**config.mk**
```make
export PLATFORM = sky130hd
export DESIGN_NAME = instr_align
export DESIGN_NICKNAME = d
export VERILOG_FILES = /design/src/rtl/rv_pkg.sv /design/src/rtl/rvc_expand.sv /design/src/rtl/instr_align.sv
export SDC_FILE = /design/constraint.sdc
export NUM_CORES = 1
export LEC_CHECK = 0
export ABC_AREA = 1
export BUFFER_PORTS_ARGS = -buffer_cell sky130_fd_sc_hd__buf_2
export CAP_MARGIN = 5
export CORE_ASPECT_RATIO = 0.9
export CORE_UTILIZATION = 23
export DETAILED_ROUTE_END_ITERATION = 7
export SETUP_SLACK_MARGIN = 0.15
export SYNTH_ARGS = -nofsm -noshare
export SYNTH_HDL_FRONTEND = slang
export SYNTH_SLANG_ARGS = --single-unit
```
**constraint.sdc**
```tcl
create_clock -name clk -period 4.8 [get_ports clk]
set_input_delay 0.48 -clock clk [delete_from_list [all_inputs] [get_ports clk]]
set_output_delay 0.48 -clock clk [all_outputs]
set_load 0.005 [all_outputs]
```
**src/rtl/rv_pkg.sv**
```systemverilog
// Shared RV32IC definitions for the fetch/decode front end:
// NOP encoding, alignment FSM states and RV32I major opcodes.
package rv_pkg;

    localparam logic [31:0] RV_NOP = 32'h0000_0013;

    typedef enum logic [1:0] {
        EMPTY = 2'd0,
        HALF  = 2'd1,
        PEND  = 2'd2
    } align_state_t;

    localparam logic [6:0] OPC_LOAD   = 7'b0000011;
    localparam logic [6:0] OPC_STORE  = 7'b0100011;
    localparam logic [6:0] OPC_OP_IMM = 7'b0010011;
    localparam logic [6:0] OPC_OP     = 7'b0110011;
    localparam logic [6:0] OPC_LUI    = 7'b0110111;
    localparam logic [6:0] OPC_BRANCH = 7'b1100011;
    localparam logic [6:0] OPC_JAL    = 7'b1101111;
    localparam logic [6:0] OPC_JALR   = 7'b1100111;
    localparam logic [6:0] OPC_SYSTEM = 7'b1110011;

    function automatic logic is_rvc(input logic [15:0] hw);
        return hw[1:0] != 2'b11;
    endfunction

endpackage

```
**src/rtl/rvc_expand.sv**
```systemverilog
// Combinational RV32C -> RV32I expander (quadrants 0-2).
// F/D forms and reserved encodings flag illegal and echo the halfword.
module rvc_expand
    import rv_pkg::*;
(
    input  logic [15:0] hw_i,
    output logic [31:0] instr_o,
    output logic        illegal_o
);

    logic [2:0]  f3;
    logic [4:0]  rd;
    logic [4:0]  rs2;
    logic [4:0]  rdp;
    logic [4:0]  rs1p;
    logic [5:0]  imm6;
    logic [11:0] imm6_sx;
    logic [20:0] jimm;
    logic [12:0] bimm;
    logic [11:0] sp16;
    logic [9:0]  nzuimm;
    logic [6:0]  lwimm;
    logic [7:0]  lwsp;
    logic [7:0]  swsp;
    logic [31:0] res;
    logic        ill;

    assign f3      = hw_i[15:13];
    assign rd      = hw_i[11:7];
    assign rs2     = hw_i[6:2];
    assign rdp     = {2'b01, hw_i[4:2]};
    assign rs1p    = {2'b01, hw_i[9:7]};
    assign imm6    = {hw_i[12], hw_i[6:2]};
    assign imm6_sx = {{6{hw_i[12]}}, imm6};
    assign jimm    = {{9{hw_i[12]}}, hw_i[12], hw_i[8], hw_i[10:9],
                      hw_i[6], hw_i[7], hw_i[2], hw_i[11],
                      hw_i[5:3], 1'b0};
    assign bimm    = {{4{hw_i[12]}}, hw_i[12], hw_i[6:5], hw_i[2],
                      hw_i[11:10], hw_i[4:3], 1'b0};
    assign sp16    = {{2{hw_i[12]}}, hw_i[12], hw_i[4:3], hw_i[5],
                      hw_i[2], hw_i[6], 4'b0};
    assign nzuimm  = {hw_i[10:7], hw_i[12:11], hw_i[5], hw_i[6], 2'b00};
    assign lwimm   = {hw_i[5], hw_i[12:10], hw_i[6], 2'b00};
    assign lwsp    = {hw_i[3:2], hw_i[12], hw_i[6:4], 2'b00};
    assign swsp    = {hw_i[8:7], hw_i[12:9], 2'b00};

    always_comb begin
        res = RV_NOP;
        ill = 1'b0;
        case (hw_i[1:0])
            2'b00: begin
                case (f3)
                    3'b000: begin
                        ill = (nzuimm == 10'd0);
                        res = {2'b0, nzuimm, 5'd2, 3'b000, rdp, OPC_OP_IMM};
                    end
                    3'b010: res = {5'b0, lwimm, rs1p, 3'b010, rdp, OPC_LOAD};
                    3'b110: res = {5'b0, lwimm[6:5], rdp, rs1p, 3'b010,
                                   lwimm[4:0], OPC_STORE};
                    default: ill = 1'b1;
                endcase
            end
            2'b01: begin
                case (f3)
                    3'b000: res = {imm6_sx, rd, 3'b000, rd, OPC_OP_IMM};
                    3'b001: res = {jimm[20], jimm[10:1], jimm[11],
                                   jimm[19:12], 5'd1, OPC_JAL};
                    3'b010: res = {imm6_sx, 5'd0, 3'b000, rd, OPC_OP_IMM};
                    3'b011: begin
                        ill = (imm6 == 6'd0);
                        if (rd == 5'd2)
                            res = {sp16, 5'd2, 3'b000, 5'd2, OPC_OP_IMM};
                        else
                            res = {{15{hw_i[12]}}, hw_i[6:2], rd, OPC_LUI};
                    end
                    3'b100: begin
                        case (hw_i[11:10])
                            2'b00: begin
                                ill = hw_i[12];
                                res = {7'b0, hw_i[6:2], rs1p, 3'b101,
                                       rs1p, OPC_OP_IMM};
                            end
                            2'b01: begin
                                ill = hw_i[12];
                                res = {7'b0100000, hw_i[6:2], rs1p, 3'b101,
                                       rs1p, OPC_OP_IMM};
                            end
                            2'b10: res = {imm6_sx, rs1p, 3'b111, rs1p,
                                          OPC_OP_IMM};
                            default: begin
                                // bit 12 set selects the RV64-only subw/addw
                                ill = hw_i[12];
                                case (hw_i[6:5])
                                    2'b00: res = {7'b0100000, rdp, rs1p,
                                                  3'b000, rs1p, OPC_OP};
                                    2'b01: res = {7'b0, rdp, rs1p, 3'b100,
                                                  rs1p, OPC_OP};
                                    2'b10: res = {7'b0, rdp, rs1p, 3'b110,
                                                  rs1p, OPC_OP};
                                    default: res = {7'b0, rdp, rs1p, 3'b111,
                                                    rs1p, OPC_OP};
                                endcase
                            end
                        endcase
                    end
                    3'b101: res = {jimm[20], jimm[10:1], jimm[11],
                                   jimm[19:12], 5'd0, OPC_JAL};
                    3'b110: res = {bimm[12], bimm[10:5], 5'd0, rs1p, 3'b000,
                                   bimm[4:1], bimm[11], OPC_BRANCH};
                    default: res = {bimm[12], bimm[10:5], 5'd0, rs1p,
                                    3'b001, bimm[4:1], bimm[11], OPC_BRANCH};
                endcase
            end
            2'b10: begin
                case (f3)
                    3'b000: begin
                        ill = hw_i[12];
                        res = {7'b0, hw_i[6:2], rd, 3'b001, rd, OPC_OP_IMM};
                    end
                    3'b010: begin
                        ill = (rd == 5'd0);
                        res = {4'b0, lwsp, 5'd2, 3'b010, rd, OPC_LOAD};
                    end
                    3'b100: begin
                        if (!hw_i[12]) begin
                            if (rs2 == 5'd0) begin
                                ill = (rd == 5'd0);
                                res = {12'b0, rd, 3'b000, 5'd0, OPC_JALR};
                            end else begin
                                res = {7'b0, rs2, 5'd0, 3'b000, rd, OPC_OP};
                            end
                        end else if (rs2 == 5'd0) begin
                            if (rd == 5'd0)
                                res = {12'd1, 5'd0, 3'b000, 5'd0, OPC_SYSTEM};
                            else
                                res = {12'b0, rd, 3'b000, 5'd1, OPC_JALR};
                        end else begin
                            res = {7'b0, rs2, rd, 3'b000, rd, OPC_OP};
                        end
                    end
                    3'b110: res = {4'b0, swsp[7:5], rs2, 5'd2, 3'b010,
                                   swsp[4:0], OPC_STORE};
                    default: ill = 1'b1;
                endcase
            end
            default: ill = 1'b1;
        endcase
    end

    assign illegal_o = ill;
    assign instr_o   = ill ? {16'h0, hw_i} : res;

endmodule

```
**src/rtl/instr_align.sv**
```systemverilog
// IF/ID register: splits fetch words into 16/32-bit instructions,
// stitches word-spanning ones and expands RVC for decode.
module instr_align
    import rv_pkg::*;
#(
    parameter logic [31:0] RESET_PC = 32'h100
) (
    input  logic        clk,
    input  logic        reset,
    input  logic        fetch_valid,
    input  logic [31:0] fetch_pc,
    input  logic [31:0] fetch_word,
    input  logic        jmp,
    input  logic        dec_stall,
    output logic        fetch_stall,
    output logic        id_valid,
    output logic [31:0] id_pc,
    output logic [31:0] id_instr,
    output logic        id_compressed,
    output logic        id_illegal
);

    align_state_t state_q, state_d;
    logic [15:0]  buf_hw_q, buf_hw_d;
    logic [31:0]  buf_pc_q, buf_pc_d;
    logic         vld_q, vld_d;
    logic [31:0]  pc_q, pc_d;
    logic [31:0]  instr_q, instr_d;
    logic         comp_q, comp_d;
    logic         ill_q, ill_d;

    logic [15:0]  lo;
    logic [15:0]  hi;
    logic [15:0]  exp_hw;
    logic [31:0]  exp_instr;
    logic         exp_ill;
    logic         take_hi;

    assign lo = fetch_word[15:0];
    assign hi = fetch_word[31:16];

    rvc_expand u_expand (
        .hw_i      (exp_hw),
        .instr_o   (exp_instr),
        .illegal_o (exp_ill)
    );

    // Only one halfword needs expanding per cycle; pick it by state.
    always_comb begin
        exp_hw = lo;
        if (state_q == PEND)
            exp_hw = buf_hw_q;
        else if (state_q == EMPTY && fetch_pc[1])
            exp_hw = hi;
    end

    always_comb begin
        state_d  = state_q;
        buf_hw_d = buf_hw_q;
        buf_pc_d = buf_pc_q;
        vld_d    = 1'b0;
        pc_d     = pc_q;
        instr_d  = instr_q;
        comp_d   = comp_q;
        ill_d    = ill_q;
        take_hi  = 1'b0;
        if (jmp) begin
            state_d = EMPTY;
        end else if (dec_stall) begin
            vld_d = vld_q;
        end else begin
            case (state_q)
                PEND: begin
                    vld_d   = 1'b1;
                    pc_d    = buf_pc_q;
                    instr_d = exp_instr;
                    comp_d  = 1'b1;
                    ill_d   = exp_ill;
                    state_d = EMPTY;
                end
                HALF: begin
                    if (fetch_valid) begin
                        vld_d   = 1'b1;
                        pc_d    = buf_pc_q;
                        instr_d = {lo, buf_hw_q};
                        comp_d  = 1'b0;
                        ill_d   = 1'b0;
                        take_hi = 1'b1;
                    end
                end
                default: begin
                    if (fetch_valid) begin
                        if (fetch_pc[1]) begin
                            if (is_rvc(hi)) begin
                                vld_d   = 1'b1;
                                pc_d    = fetch_pc;
                                instr_d = exp_instr;
                                comp_d  = 1'b1;
                                ill_d   = exp_ill;
                            end else begin
                                buf_hw_d = hi;
                                buf_pc_d = fetch_pc;
                                state_d  = HALF;
                            end
                        end else if (!is_rvc(lo)) begin
                            vld_d   = 1'b1;
                            pc_d    = fetch_pc;
                            instr_d = fetch_word;
                            comp_d  = 1'b0;
                            ill_d   = 1'b0;
                        end else begin
                            vld_d   = 1'b1;
                            pc_d    = fetch_pc;
                            instr_d = exp_instr;
                            comp_d  = 1'b1;
                            ill_d   = exp_ill;
                            take_hi = 1'b1;
                        end
                    end
                end
            endcase
            if (take_hi) begin
                buf_hw_d = hi;
                buf_pc_d = fetch_pc + 32'd2;
                state_d  = is_rvc(hi) ? PEND : HALF;
            end
        end
    end

    always_ff @(posedge clk) begin
        if (reset) begin
            state_q  <= EMPTY;
            buf_hw_q <= 16'h0;
            buf_pc_q <= 32'h0;
            vld_q    <= 1'b0;
            pc_q     <= RESET_PC;
            instr_q  <= RV_NOP;
            comp_q   <= 1'b0;
            ill_q    <= 1'b0;
        end else begin
            state_q  <= state_d;
            buf_hw_q <= buf_hw_d;
            buf_pc_q <= buf_pc_d;
            vld_q    <= vld_d;
            pc_q     <= pc_d;
            instr_q  <= instr_d;
            comp_q   <= comp_d;
            ill_q    <= ill_d;
        end
    end

    assign fetch_stall   = dec_stall | (state_q == PEND);
    assign id_valid      = vld_q;
    assign id_pc         = pc_q;
    assign id_instr      = instr_q;
    assign id_compressed = comp_q;
    assign id_illegal    = ill_q;

endmodule

```
### Word-level counts from Yosys, hierarchy flattened

Cells that the tools add are included.

* reduce and logical (&&, ||, !) cells: 21
* muxes and demuxes: 69
* bitwise logic cells: 3
* shift operators: 0
* multipliers: 0
* add/sub/neg operators: 1
* $lt $le $gt $ge: 0
* div/mod/pow operators: 0
* equality and inequality tests: 23

Operators with widths (number)
* $mux W32: 15
* $pmux W32 S7: 1
* $pmux W32 S3: 2
* $pmux W32 S2: 2
* $pmux W32 S4: 1
* $mux W16: 7
* $pmux W31 S3: 1
* $pmux W30 S3: 1
* $mux W25: 3
* $add A32 B2 Y32 const B: 1
* $mux W29: 1
* $mux W21: 1
* $mux W1: 20
* $pmux W1 S2: 6
* $logic_not A10 Y1: 1
* $logic_not A5 Y1: 2
* $mux W2: 5
* $reduce_and A5 Y1: 2
* $eq A3 B3 Y1 const B: 3
* $eq A2 B1 Y1 const B: 4
* $eq A2 B2 Y1 const B: 4
* $logic_not A2 Y1: 4
* $ne A2 B2 Y1 const B: 4
* $eq A3 B2 Y1 const B: 2
* 17 further kinds: 24

* memory bits (read-only): 0
* bits of input ports: 69
* memories kept: 0
* register bits after elaboration: 117
* word-level logic and storage cells: 125
* memory bits (writable): 0
* bits in latches: 0

### Longest topological paths before layout

* depth after elaboration: 15
* depth in mapped cells: 23

### Hierarchy

From an unflattened synthesis, not the netlist that was laid out.

* cells, all modules: 1425
* area total of the unflattened synthesis: 8539.4 um2

By module, submodules not included
* instr_align: times used 1, area an instance 6528.8 um2, cells each 1001, seq. area each 2342.2 um2
* rvc_expand: times used 1, area an instance 2010.7 um2, cells each 424, seq. area each 0.0 um2

### Worst setup path after synthesis

OpenSTA, ideal clock, no wires.

* path kind: flip-flop to flip-flop
* start: register state_q[0]
* end: register buf_pc_q[23]
* stages on the path, launching flop included: 18
* arrival time: 2.248 ns
* period minus slack after synthesis: 2.363 ns
* path slack: 2.437 ns
* cell sequence: dfxtp_1 > inv_1 > ha_1 > buf_4 > nand2_2 > inv_2 > nand2_1 > nand2_4 > nand4_4 > nor2_4 > nand2_2 > nor2_4 > nand2_1 > nor2_1 > nand2_1 > xnor2_1 > o21ai_0 > inv_1

* word-level cells in the longest chain between the ends: 6
* elaborated cells between the ends (all ways): 12
* those cells by class: 4 x eq/ne; 4 x mux; 4 x reduce/logical

Ends and longest elaborated chain
* start: declaration: line instr_align.sv:23 `align_state_t state_q, state_d;`
* start signal: assignment: line instr_align.sv:141 `state_q <= state_d;`
* $eq A2 B1 Y1 / $eq A2 B2 Y1 (equally long branches): line instr_align.sv:72 `case (state_q)`
* $pmux W1 S2: line instr_align.sv:72
* $mux W1: line instr_align.sv:69 `end else if (dec_stall) begin`
* $mux W1: line instr_align.sv:67 `if (jmp) begin`
* $ne A2 B1 Y1 (no source line) / $reduce_bool A2 Y1 (equally long branches)
* $reduce_and A6 Y1 (no source line)
* end signal: assignment: line instr_align.sv:143 `buf_pc_q <= buf_pc_d;`
* end: declaration: line instr_align.sv:25 `logic [31:0] buf_pc_q, buf_pc_d;`

Parallel ways exist; a longest one is shown, timed or not. The select of a mux whose other input is x is not followed.
A chain may end at the register's enable or synchronous reset.

### Worst setup path in the final report

* start: register state_q[0]
* end: register instr_q[15], in the netlist id_instr[15]

* word-level cells in the longest chain between the ends: 15
* elaborated cells between the ends (all ways): 53
* those cells by class: 15 x eq/ne; 26 x mux; 12 x reduce/logical

Ends and longest elaborated chain
* $logic_not A2 Y1: line instr_align.sv:53 `else if (state_q == EMPTY && fetch_pc[1])`
* $logic_and A1 B1 Y1: line instr_align.sv:53
* $mux W16: line instr_align.sv:53
* $mux W16: line instr_align.sv:51 `if (state_q == PEND)`
* $logic_not A5 Y1: line rvc_expand.sv:121, rvc_expand.sv:127, rvc_expand.sv:133
* $mux W21: line rvc_expand.sv:133 `if (rd == 5'd0)`
* $mux W25: line rvc_expand.sv:132 `end else if (rs2 == 5'd0) begin`
* $mux W25: line rvc_expand.sv:125 `if (!hw_i[12]) begin`
* $pmux W32 S4: line rvc_expand.sv:115 `case (f3)`
* $pmux W32 S3: line rvc_expand.sv:50 `case (hw_i[1:0])`
* $mux W32: line rvc_expand.sv:151 `assign instr_o = ill ? {16'h0, hw_i} : res;`
* $mux W32 (on tied branches): line instr_align.sv:105, instr_align.sv:94
* $mux W32: line instr_align.sv:93 `if (fetch_pc[1]) begin`
* $mux W32: line instr_align.sv:92 `if (fetch_valid) begin`
* $pmux W32 S2: line instr_align.sv:72
* end signal: assignment: line instr_align.sv:146 `instr_q <= instr_d;`
* end: declaration: line instr_align.sv:28 `logic [31:0] instr_q, instr_d;`

Parallel ways exist; a longest one is shown, timed or not. The select of a mux whose other input is x is not followed.

==> impl_metrics.env <==
export IMPL_drc=0
export IMPL_ctsLongestPathBuffers=2
export IMPL_fin_setup_tns_ps=0
export IMPL_drive_gt1_share_pct=18.6
export IMPL_final_fill_count=3809
export IMPL_drt_iter0_markers=1072
export IMPL_grt_use_total_pct=19.7
export IMPL_finalSetupViolCount=0
export IMPL_area_delta_synth_final_pct=20.8
export IMPL_skew_ps=14.2
export IMPL_yosysTopAreaCell="dfxtp_1"
export IMPL_root_buffer="clkbuf_16"
export IMPL_core_area_um2=34000
export IMPL_holdCritPathClass="in -> reg"
export IMPL_route_detailed_wl_per_inst_um=19.2
export IMPL_ant_nets=0
export IMPL_outcome="completed"
export IMPL_cts_hold_buf=0
export IMPL_numClockSinks=117
export IMPL_dieArea_um2=35300
export IMPL_crit_buf_inv=3
export IMPL_grt_pass1_wl_um=52400
export IMPL_syn_nets=1309
export IMPL_tightest_slew_ps=1200
export IMPL_cts_tree="built"
export IMPL_die_width_um=198
export IMPL_cpPeakStageDelay_ps=650
export IMPL_antenna_found_initial=3
export IMPL_yosys_top_cells_count="289 x nand2_1, 144 x o21ai_0, 117 x dfxtp_1"
export IMPL_cts_buffers=17
export IMPL_synth_area_leaders="dfxtp_1 29%, nand2_1 14%, o21ai_0 9.1%"
export IMPL_synth_cell_types=50
export IMPL_syn_inst=1236
export IMPL_die_y_um=178
export IMPL_yosysWarnings=0
export IMPL_clk_latency_ps=440
export IMPL_start_util_pct=23.3
export IMPL_place_congestion=0.969
export IMPL_grt_pass1_vias=8521
export IMPL_synth_area_um2=7940
export IMPL_syn_avg_cell_area_um2=6.43
export IMPL_hold_viol=0
export IMPL_rows=64
export IMPL_finalNetCount=1410
export IMPL_synth_seq_cells=117
export IMPL_cts_setup_buffers=0
export IMPL_overflow=0
export IMPL_cts_resized=0
export IMPL_path_delay_family="simple AND/OR/NAND/NOR gates"
export IMPL_vias=9200
export IMPL_peakVddDrop_mv=0.183
export IMPL_p_leak_uw=0.00434
export IMPL_totalPowerFinal_uw=3210
export IMPL_totalWireLength_um=34800
export IMPL_dp_hpwl_um=26200
export IMPL_via_per_inst=5.07
export IMPL_drt_pass1_iter_count=5
export IMPL_synth_edf_count=0
export IMPL_clk_pin_slew_ps=60
export IMPL_worst_setup_path_start_kind="register"
export IMPL_cpMaxStageDelayCell="ha_1"
export IMPL_fin_hold_ws_ps=248
export IMPL_worst_ep_arrival_time_ps=3980
export IMPL_crit_chain="inv_1 > ha_1 > inv_4 > nand3_2 > nand2_4 > nor2_1 > nand2_1 > nand2_1 > inv_1 > o21ai_0 > nand3_1 > a21oi_1 > nor2_1"
export IMPL_io_buffers=136
export IMPL_synth_top_area_share_pct=29.5
export IMPL_fmax_mhz=272
export IMPL_max_slew_margin_pct=20.2
export IMPL_slew_viol_final=0
export IMPL_post_synth_top_count_cell="nand2_1"
export IMPL_path_max_fanout=27
export IMPL_grt_setup_unrepaired="no"
export IMPL_async_flop_share_pct=0
export IMPL_final_period_utilization_pct=76.5
export IMPL_maxCapViolations=0
export IMPL_cp_data_required_time_ps=5110
export IMPL_path_class="reg -> reg"
export IMPL_seq_area_frac_synth_pct=29.5
export IMPL_synth_top_flop_cell="dfxtp_1"
export IMPL_ios=137
export IMPL_cp_end_kind="register"
export IMPL_power_density_nw_per_um2=335
export IMPL_fin_crit_ps=3670
export IMPL_htreeDepth=4
export IMPL_grt_max_degree=94
==> layer usage <==
layer,vias up,wire [µm],global-route usage [%]
met5,-,31,0
met4,4,920,7.66
met3,63,2860,5.26
met2,408,14500,28.5
met1,4350,16400,27.5
li1,4375,-,-
==> kinds of logic after synthesis <==
kind of cell | count (synthesis) | share of synthesized area (%)
flip-flops | 117 | 29.5
XOR/XNOR | 27 | 2.98
AND/OR/NAND/NOR | 576 | 33.5
buffers and inverters | 184 | 9.86
adder cells (fa/ha/maj) | 4 | 0.630
AO/OA/AOI/OAI | 328 | 23.5
==> state kept, by name, summed over array words and instances (netlist names) <==
signal         count
id_instr          32
id_pc             32
state_q            2
id_illegal         1
id_compressed      1
buf_hw_q          16
buf_pc_q          32
id_valid           1
==> worst paths after layout <==
kind | from | end | slack, ps | cells past startpoint
max reg2reg | state_q[0]$_SDFFE_PP0P_ | id_instr[15]$_SDFFE_PP0P_ | 1130 | 13
max | state_q[0]$_SDFFE_PP0P_ | id_instr[15]$_SDFFE_PP0P_ | 1130 | 13
min reg2reg | buf_pc_q[1]$_SDFFE_PP0P_ | buf_pc_q[1]$_SDFFE_PP0P_ | 460 | 2
min | jmp | state_q[1]$_SDFFE_PP0P_ | 250 | 2
==> metrics by stage <==
| stage | instances | util, % | cell area (µm²) | setup slack [ps] |
|---|---|---|---|---|
| finish | 1813 | 28.2 | 9590 | 1130 |
| CTS | 1812 | 28.2 | 9590 | 1240 |
| floorplan | 1236 | - | 7940 | 2440 |
| global route | 1813 | 28.2 | 9590 | 905 |
| detailed placement | 1780 | 26.3 | 8960 | 1270 |
| global placement | 1780 | 26.3 | 8960 | 1080 |
==> layout make-up <==
cell class	instances	area (µm²)	area share, %
Tap cell	462	578	6.03
Sequential cell	117	2340	24.4
Multi-Input combinational cell	935	4830	50.3
Clock buffer	17	425	4.43
Inverter	121	462	4.81
Antenna cell	1	2.50	0.0261
Timing Repair Buffer	145	748	7.80
Clock inverter	15	208	2.17
==> power breakdown <==
group | switching, µW | internal, µW | total (µW) | leakage [µW]
clock | 578 | 845 | 1420 | 0.000313
combinational | 548 | 204 | 752 | 0.00307
sequential | 24.7 | 1010 | 1040 | 0.000952
total | 1150 | 2060 | 3210 | 0.00434
==> worst register-to-register path, cell delays in order (launching register included) <==
cell and delay [ps]:
dfxtp_1 330, inv_1 90, ha_1 650, inv_4 260, nand3_2 170, nand2_4 130
nor2_1 330, nand2_1 230, nand2_1 330, inv_1 320, o21ai_0 170, nand3_1 140
a21oi_1 350, nor2_1 70
==> cell usage in the layout (no fill, tap or decap), types with 3 or more instances in the layout <==
master     count
nand2_2       22
bufinv_16      3
o21ai_1        4
inv_8          5
a221oi_1      17
nand3_1       76
o211ai_1      20
xnor2_1        5
nand3_2        4
a21oi_2        3
inv_2         10
o22ai_1        3
inv_4          3
nor4_1         8
a211oi_1       4
buf_2        136
nand2_1      289
nor3_1        18
a21oi_1       82
clkbuf_16     17
ha_1           4
a22oi_1        4
nand4_1       16
buf_4          9
o21ai_0      144
nor2_1       106
nor2_2         5
inv_1        107
xor2_1        22
dfxtp_1      117
inv_6          6
nand2_4        8
a31oi_1       39
nor2_4        12
(Power assumes the default switching activity.)
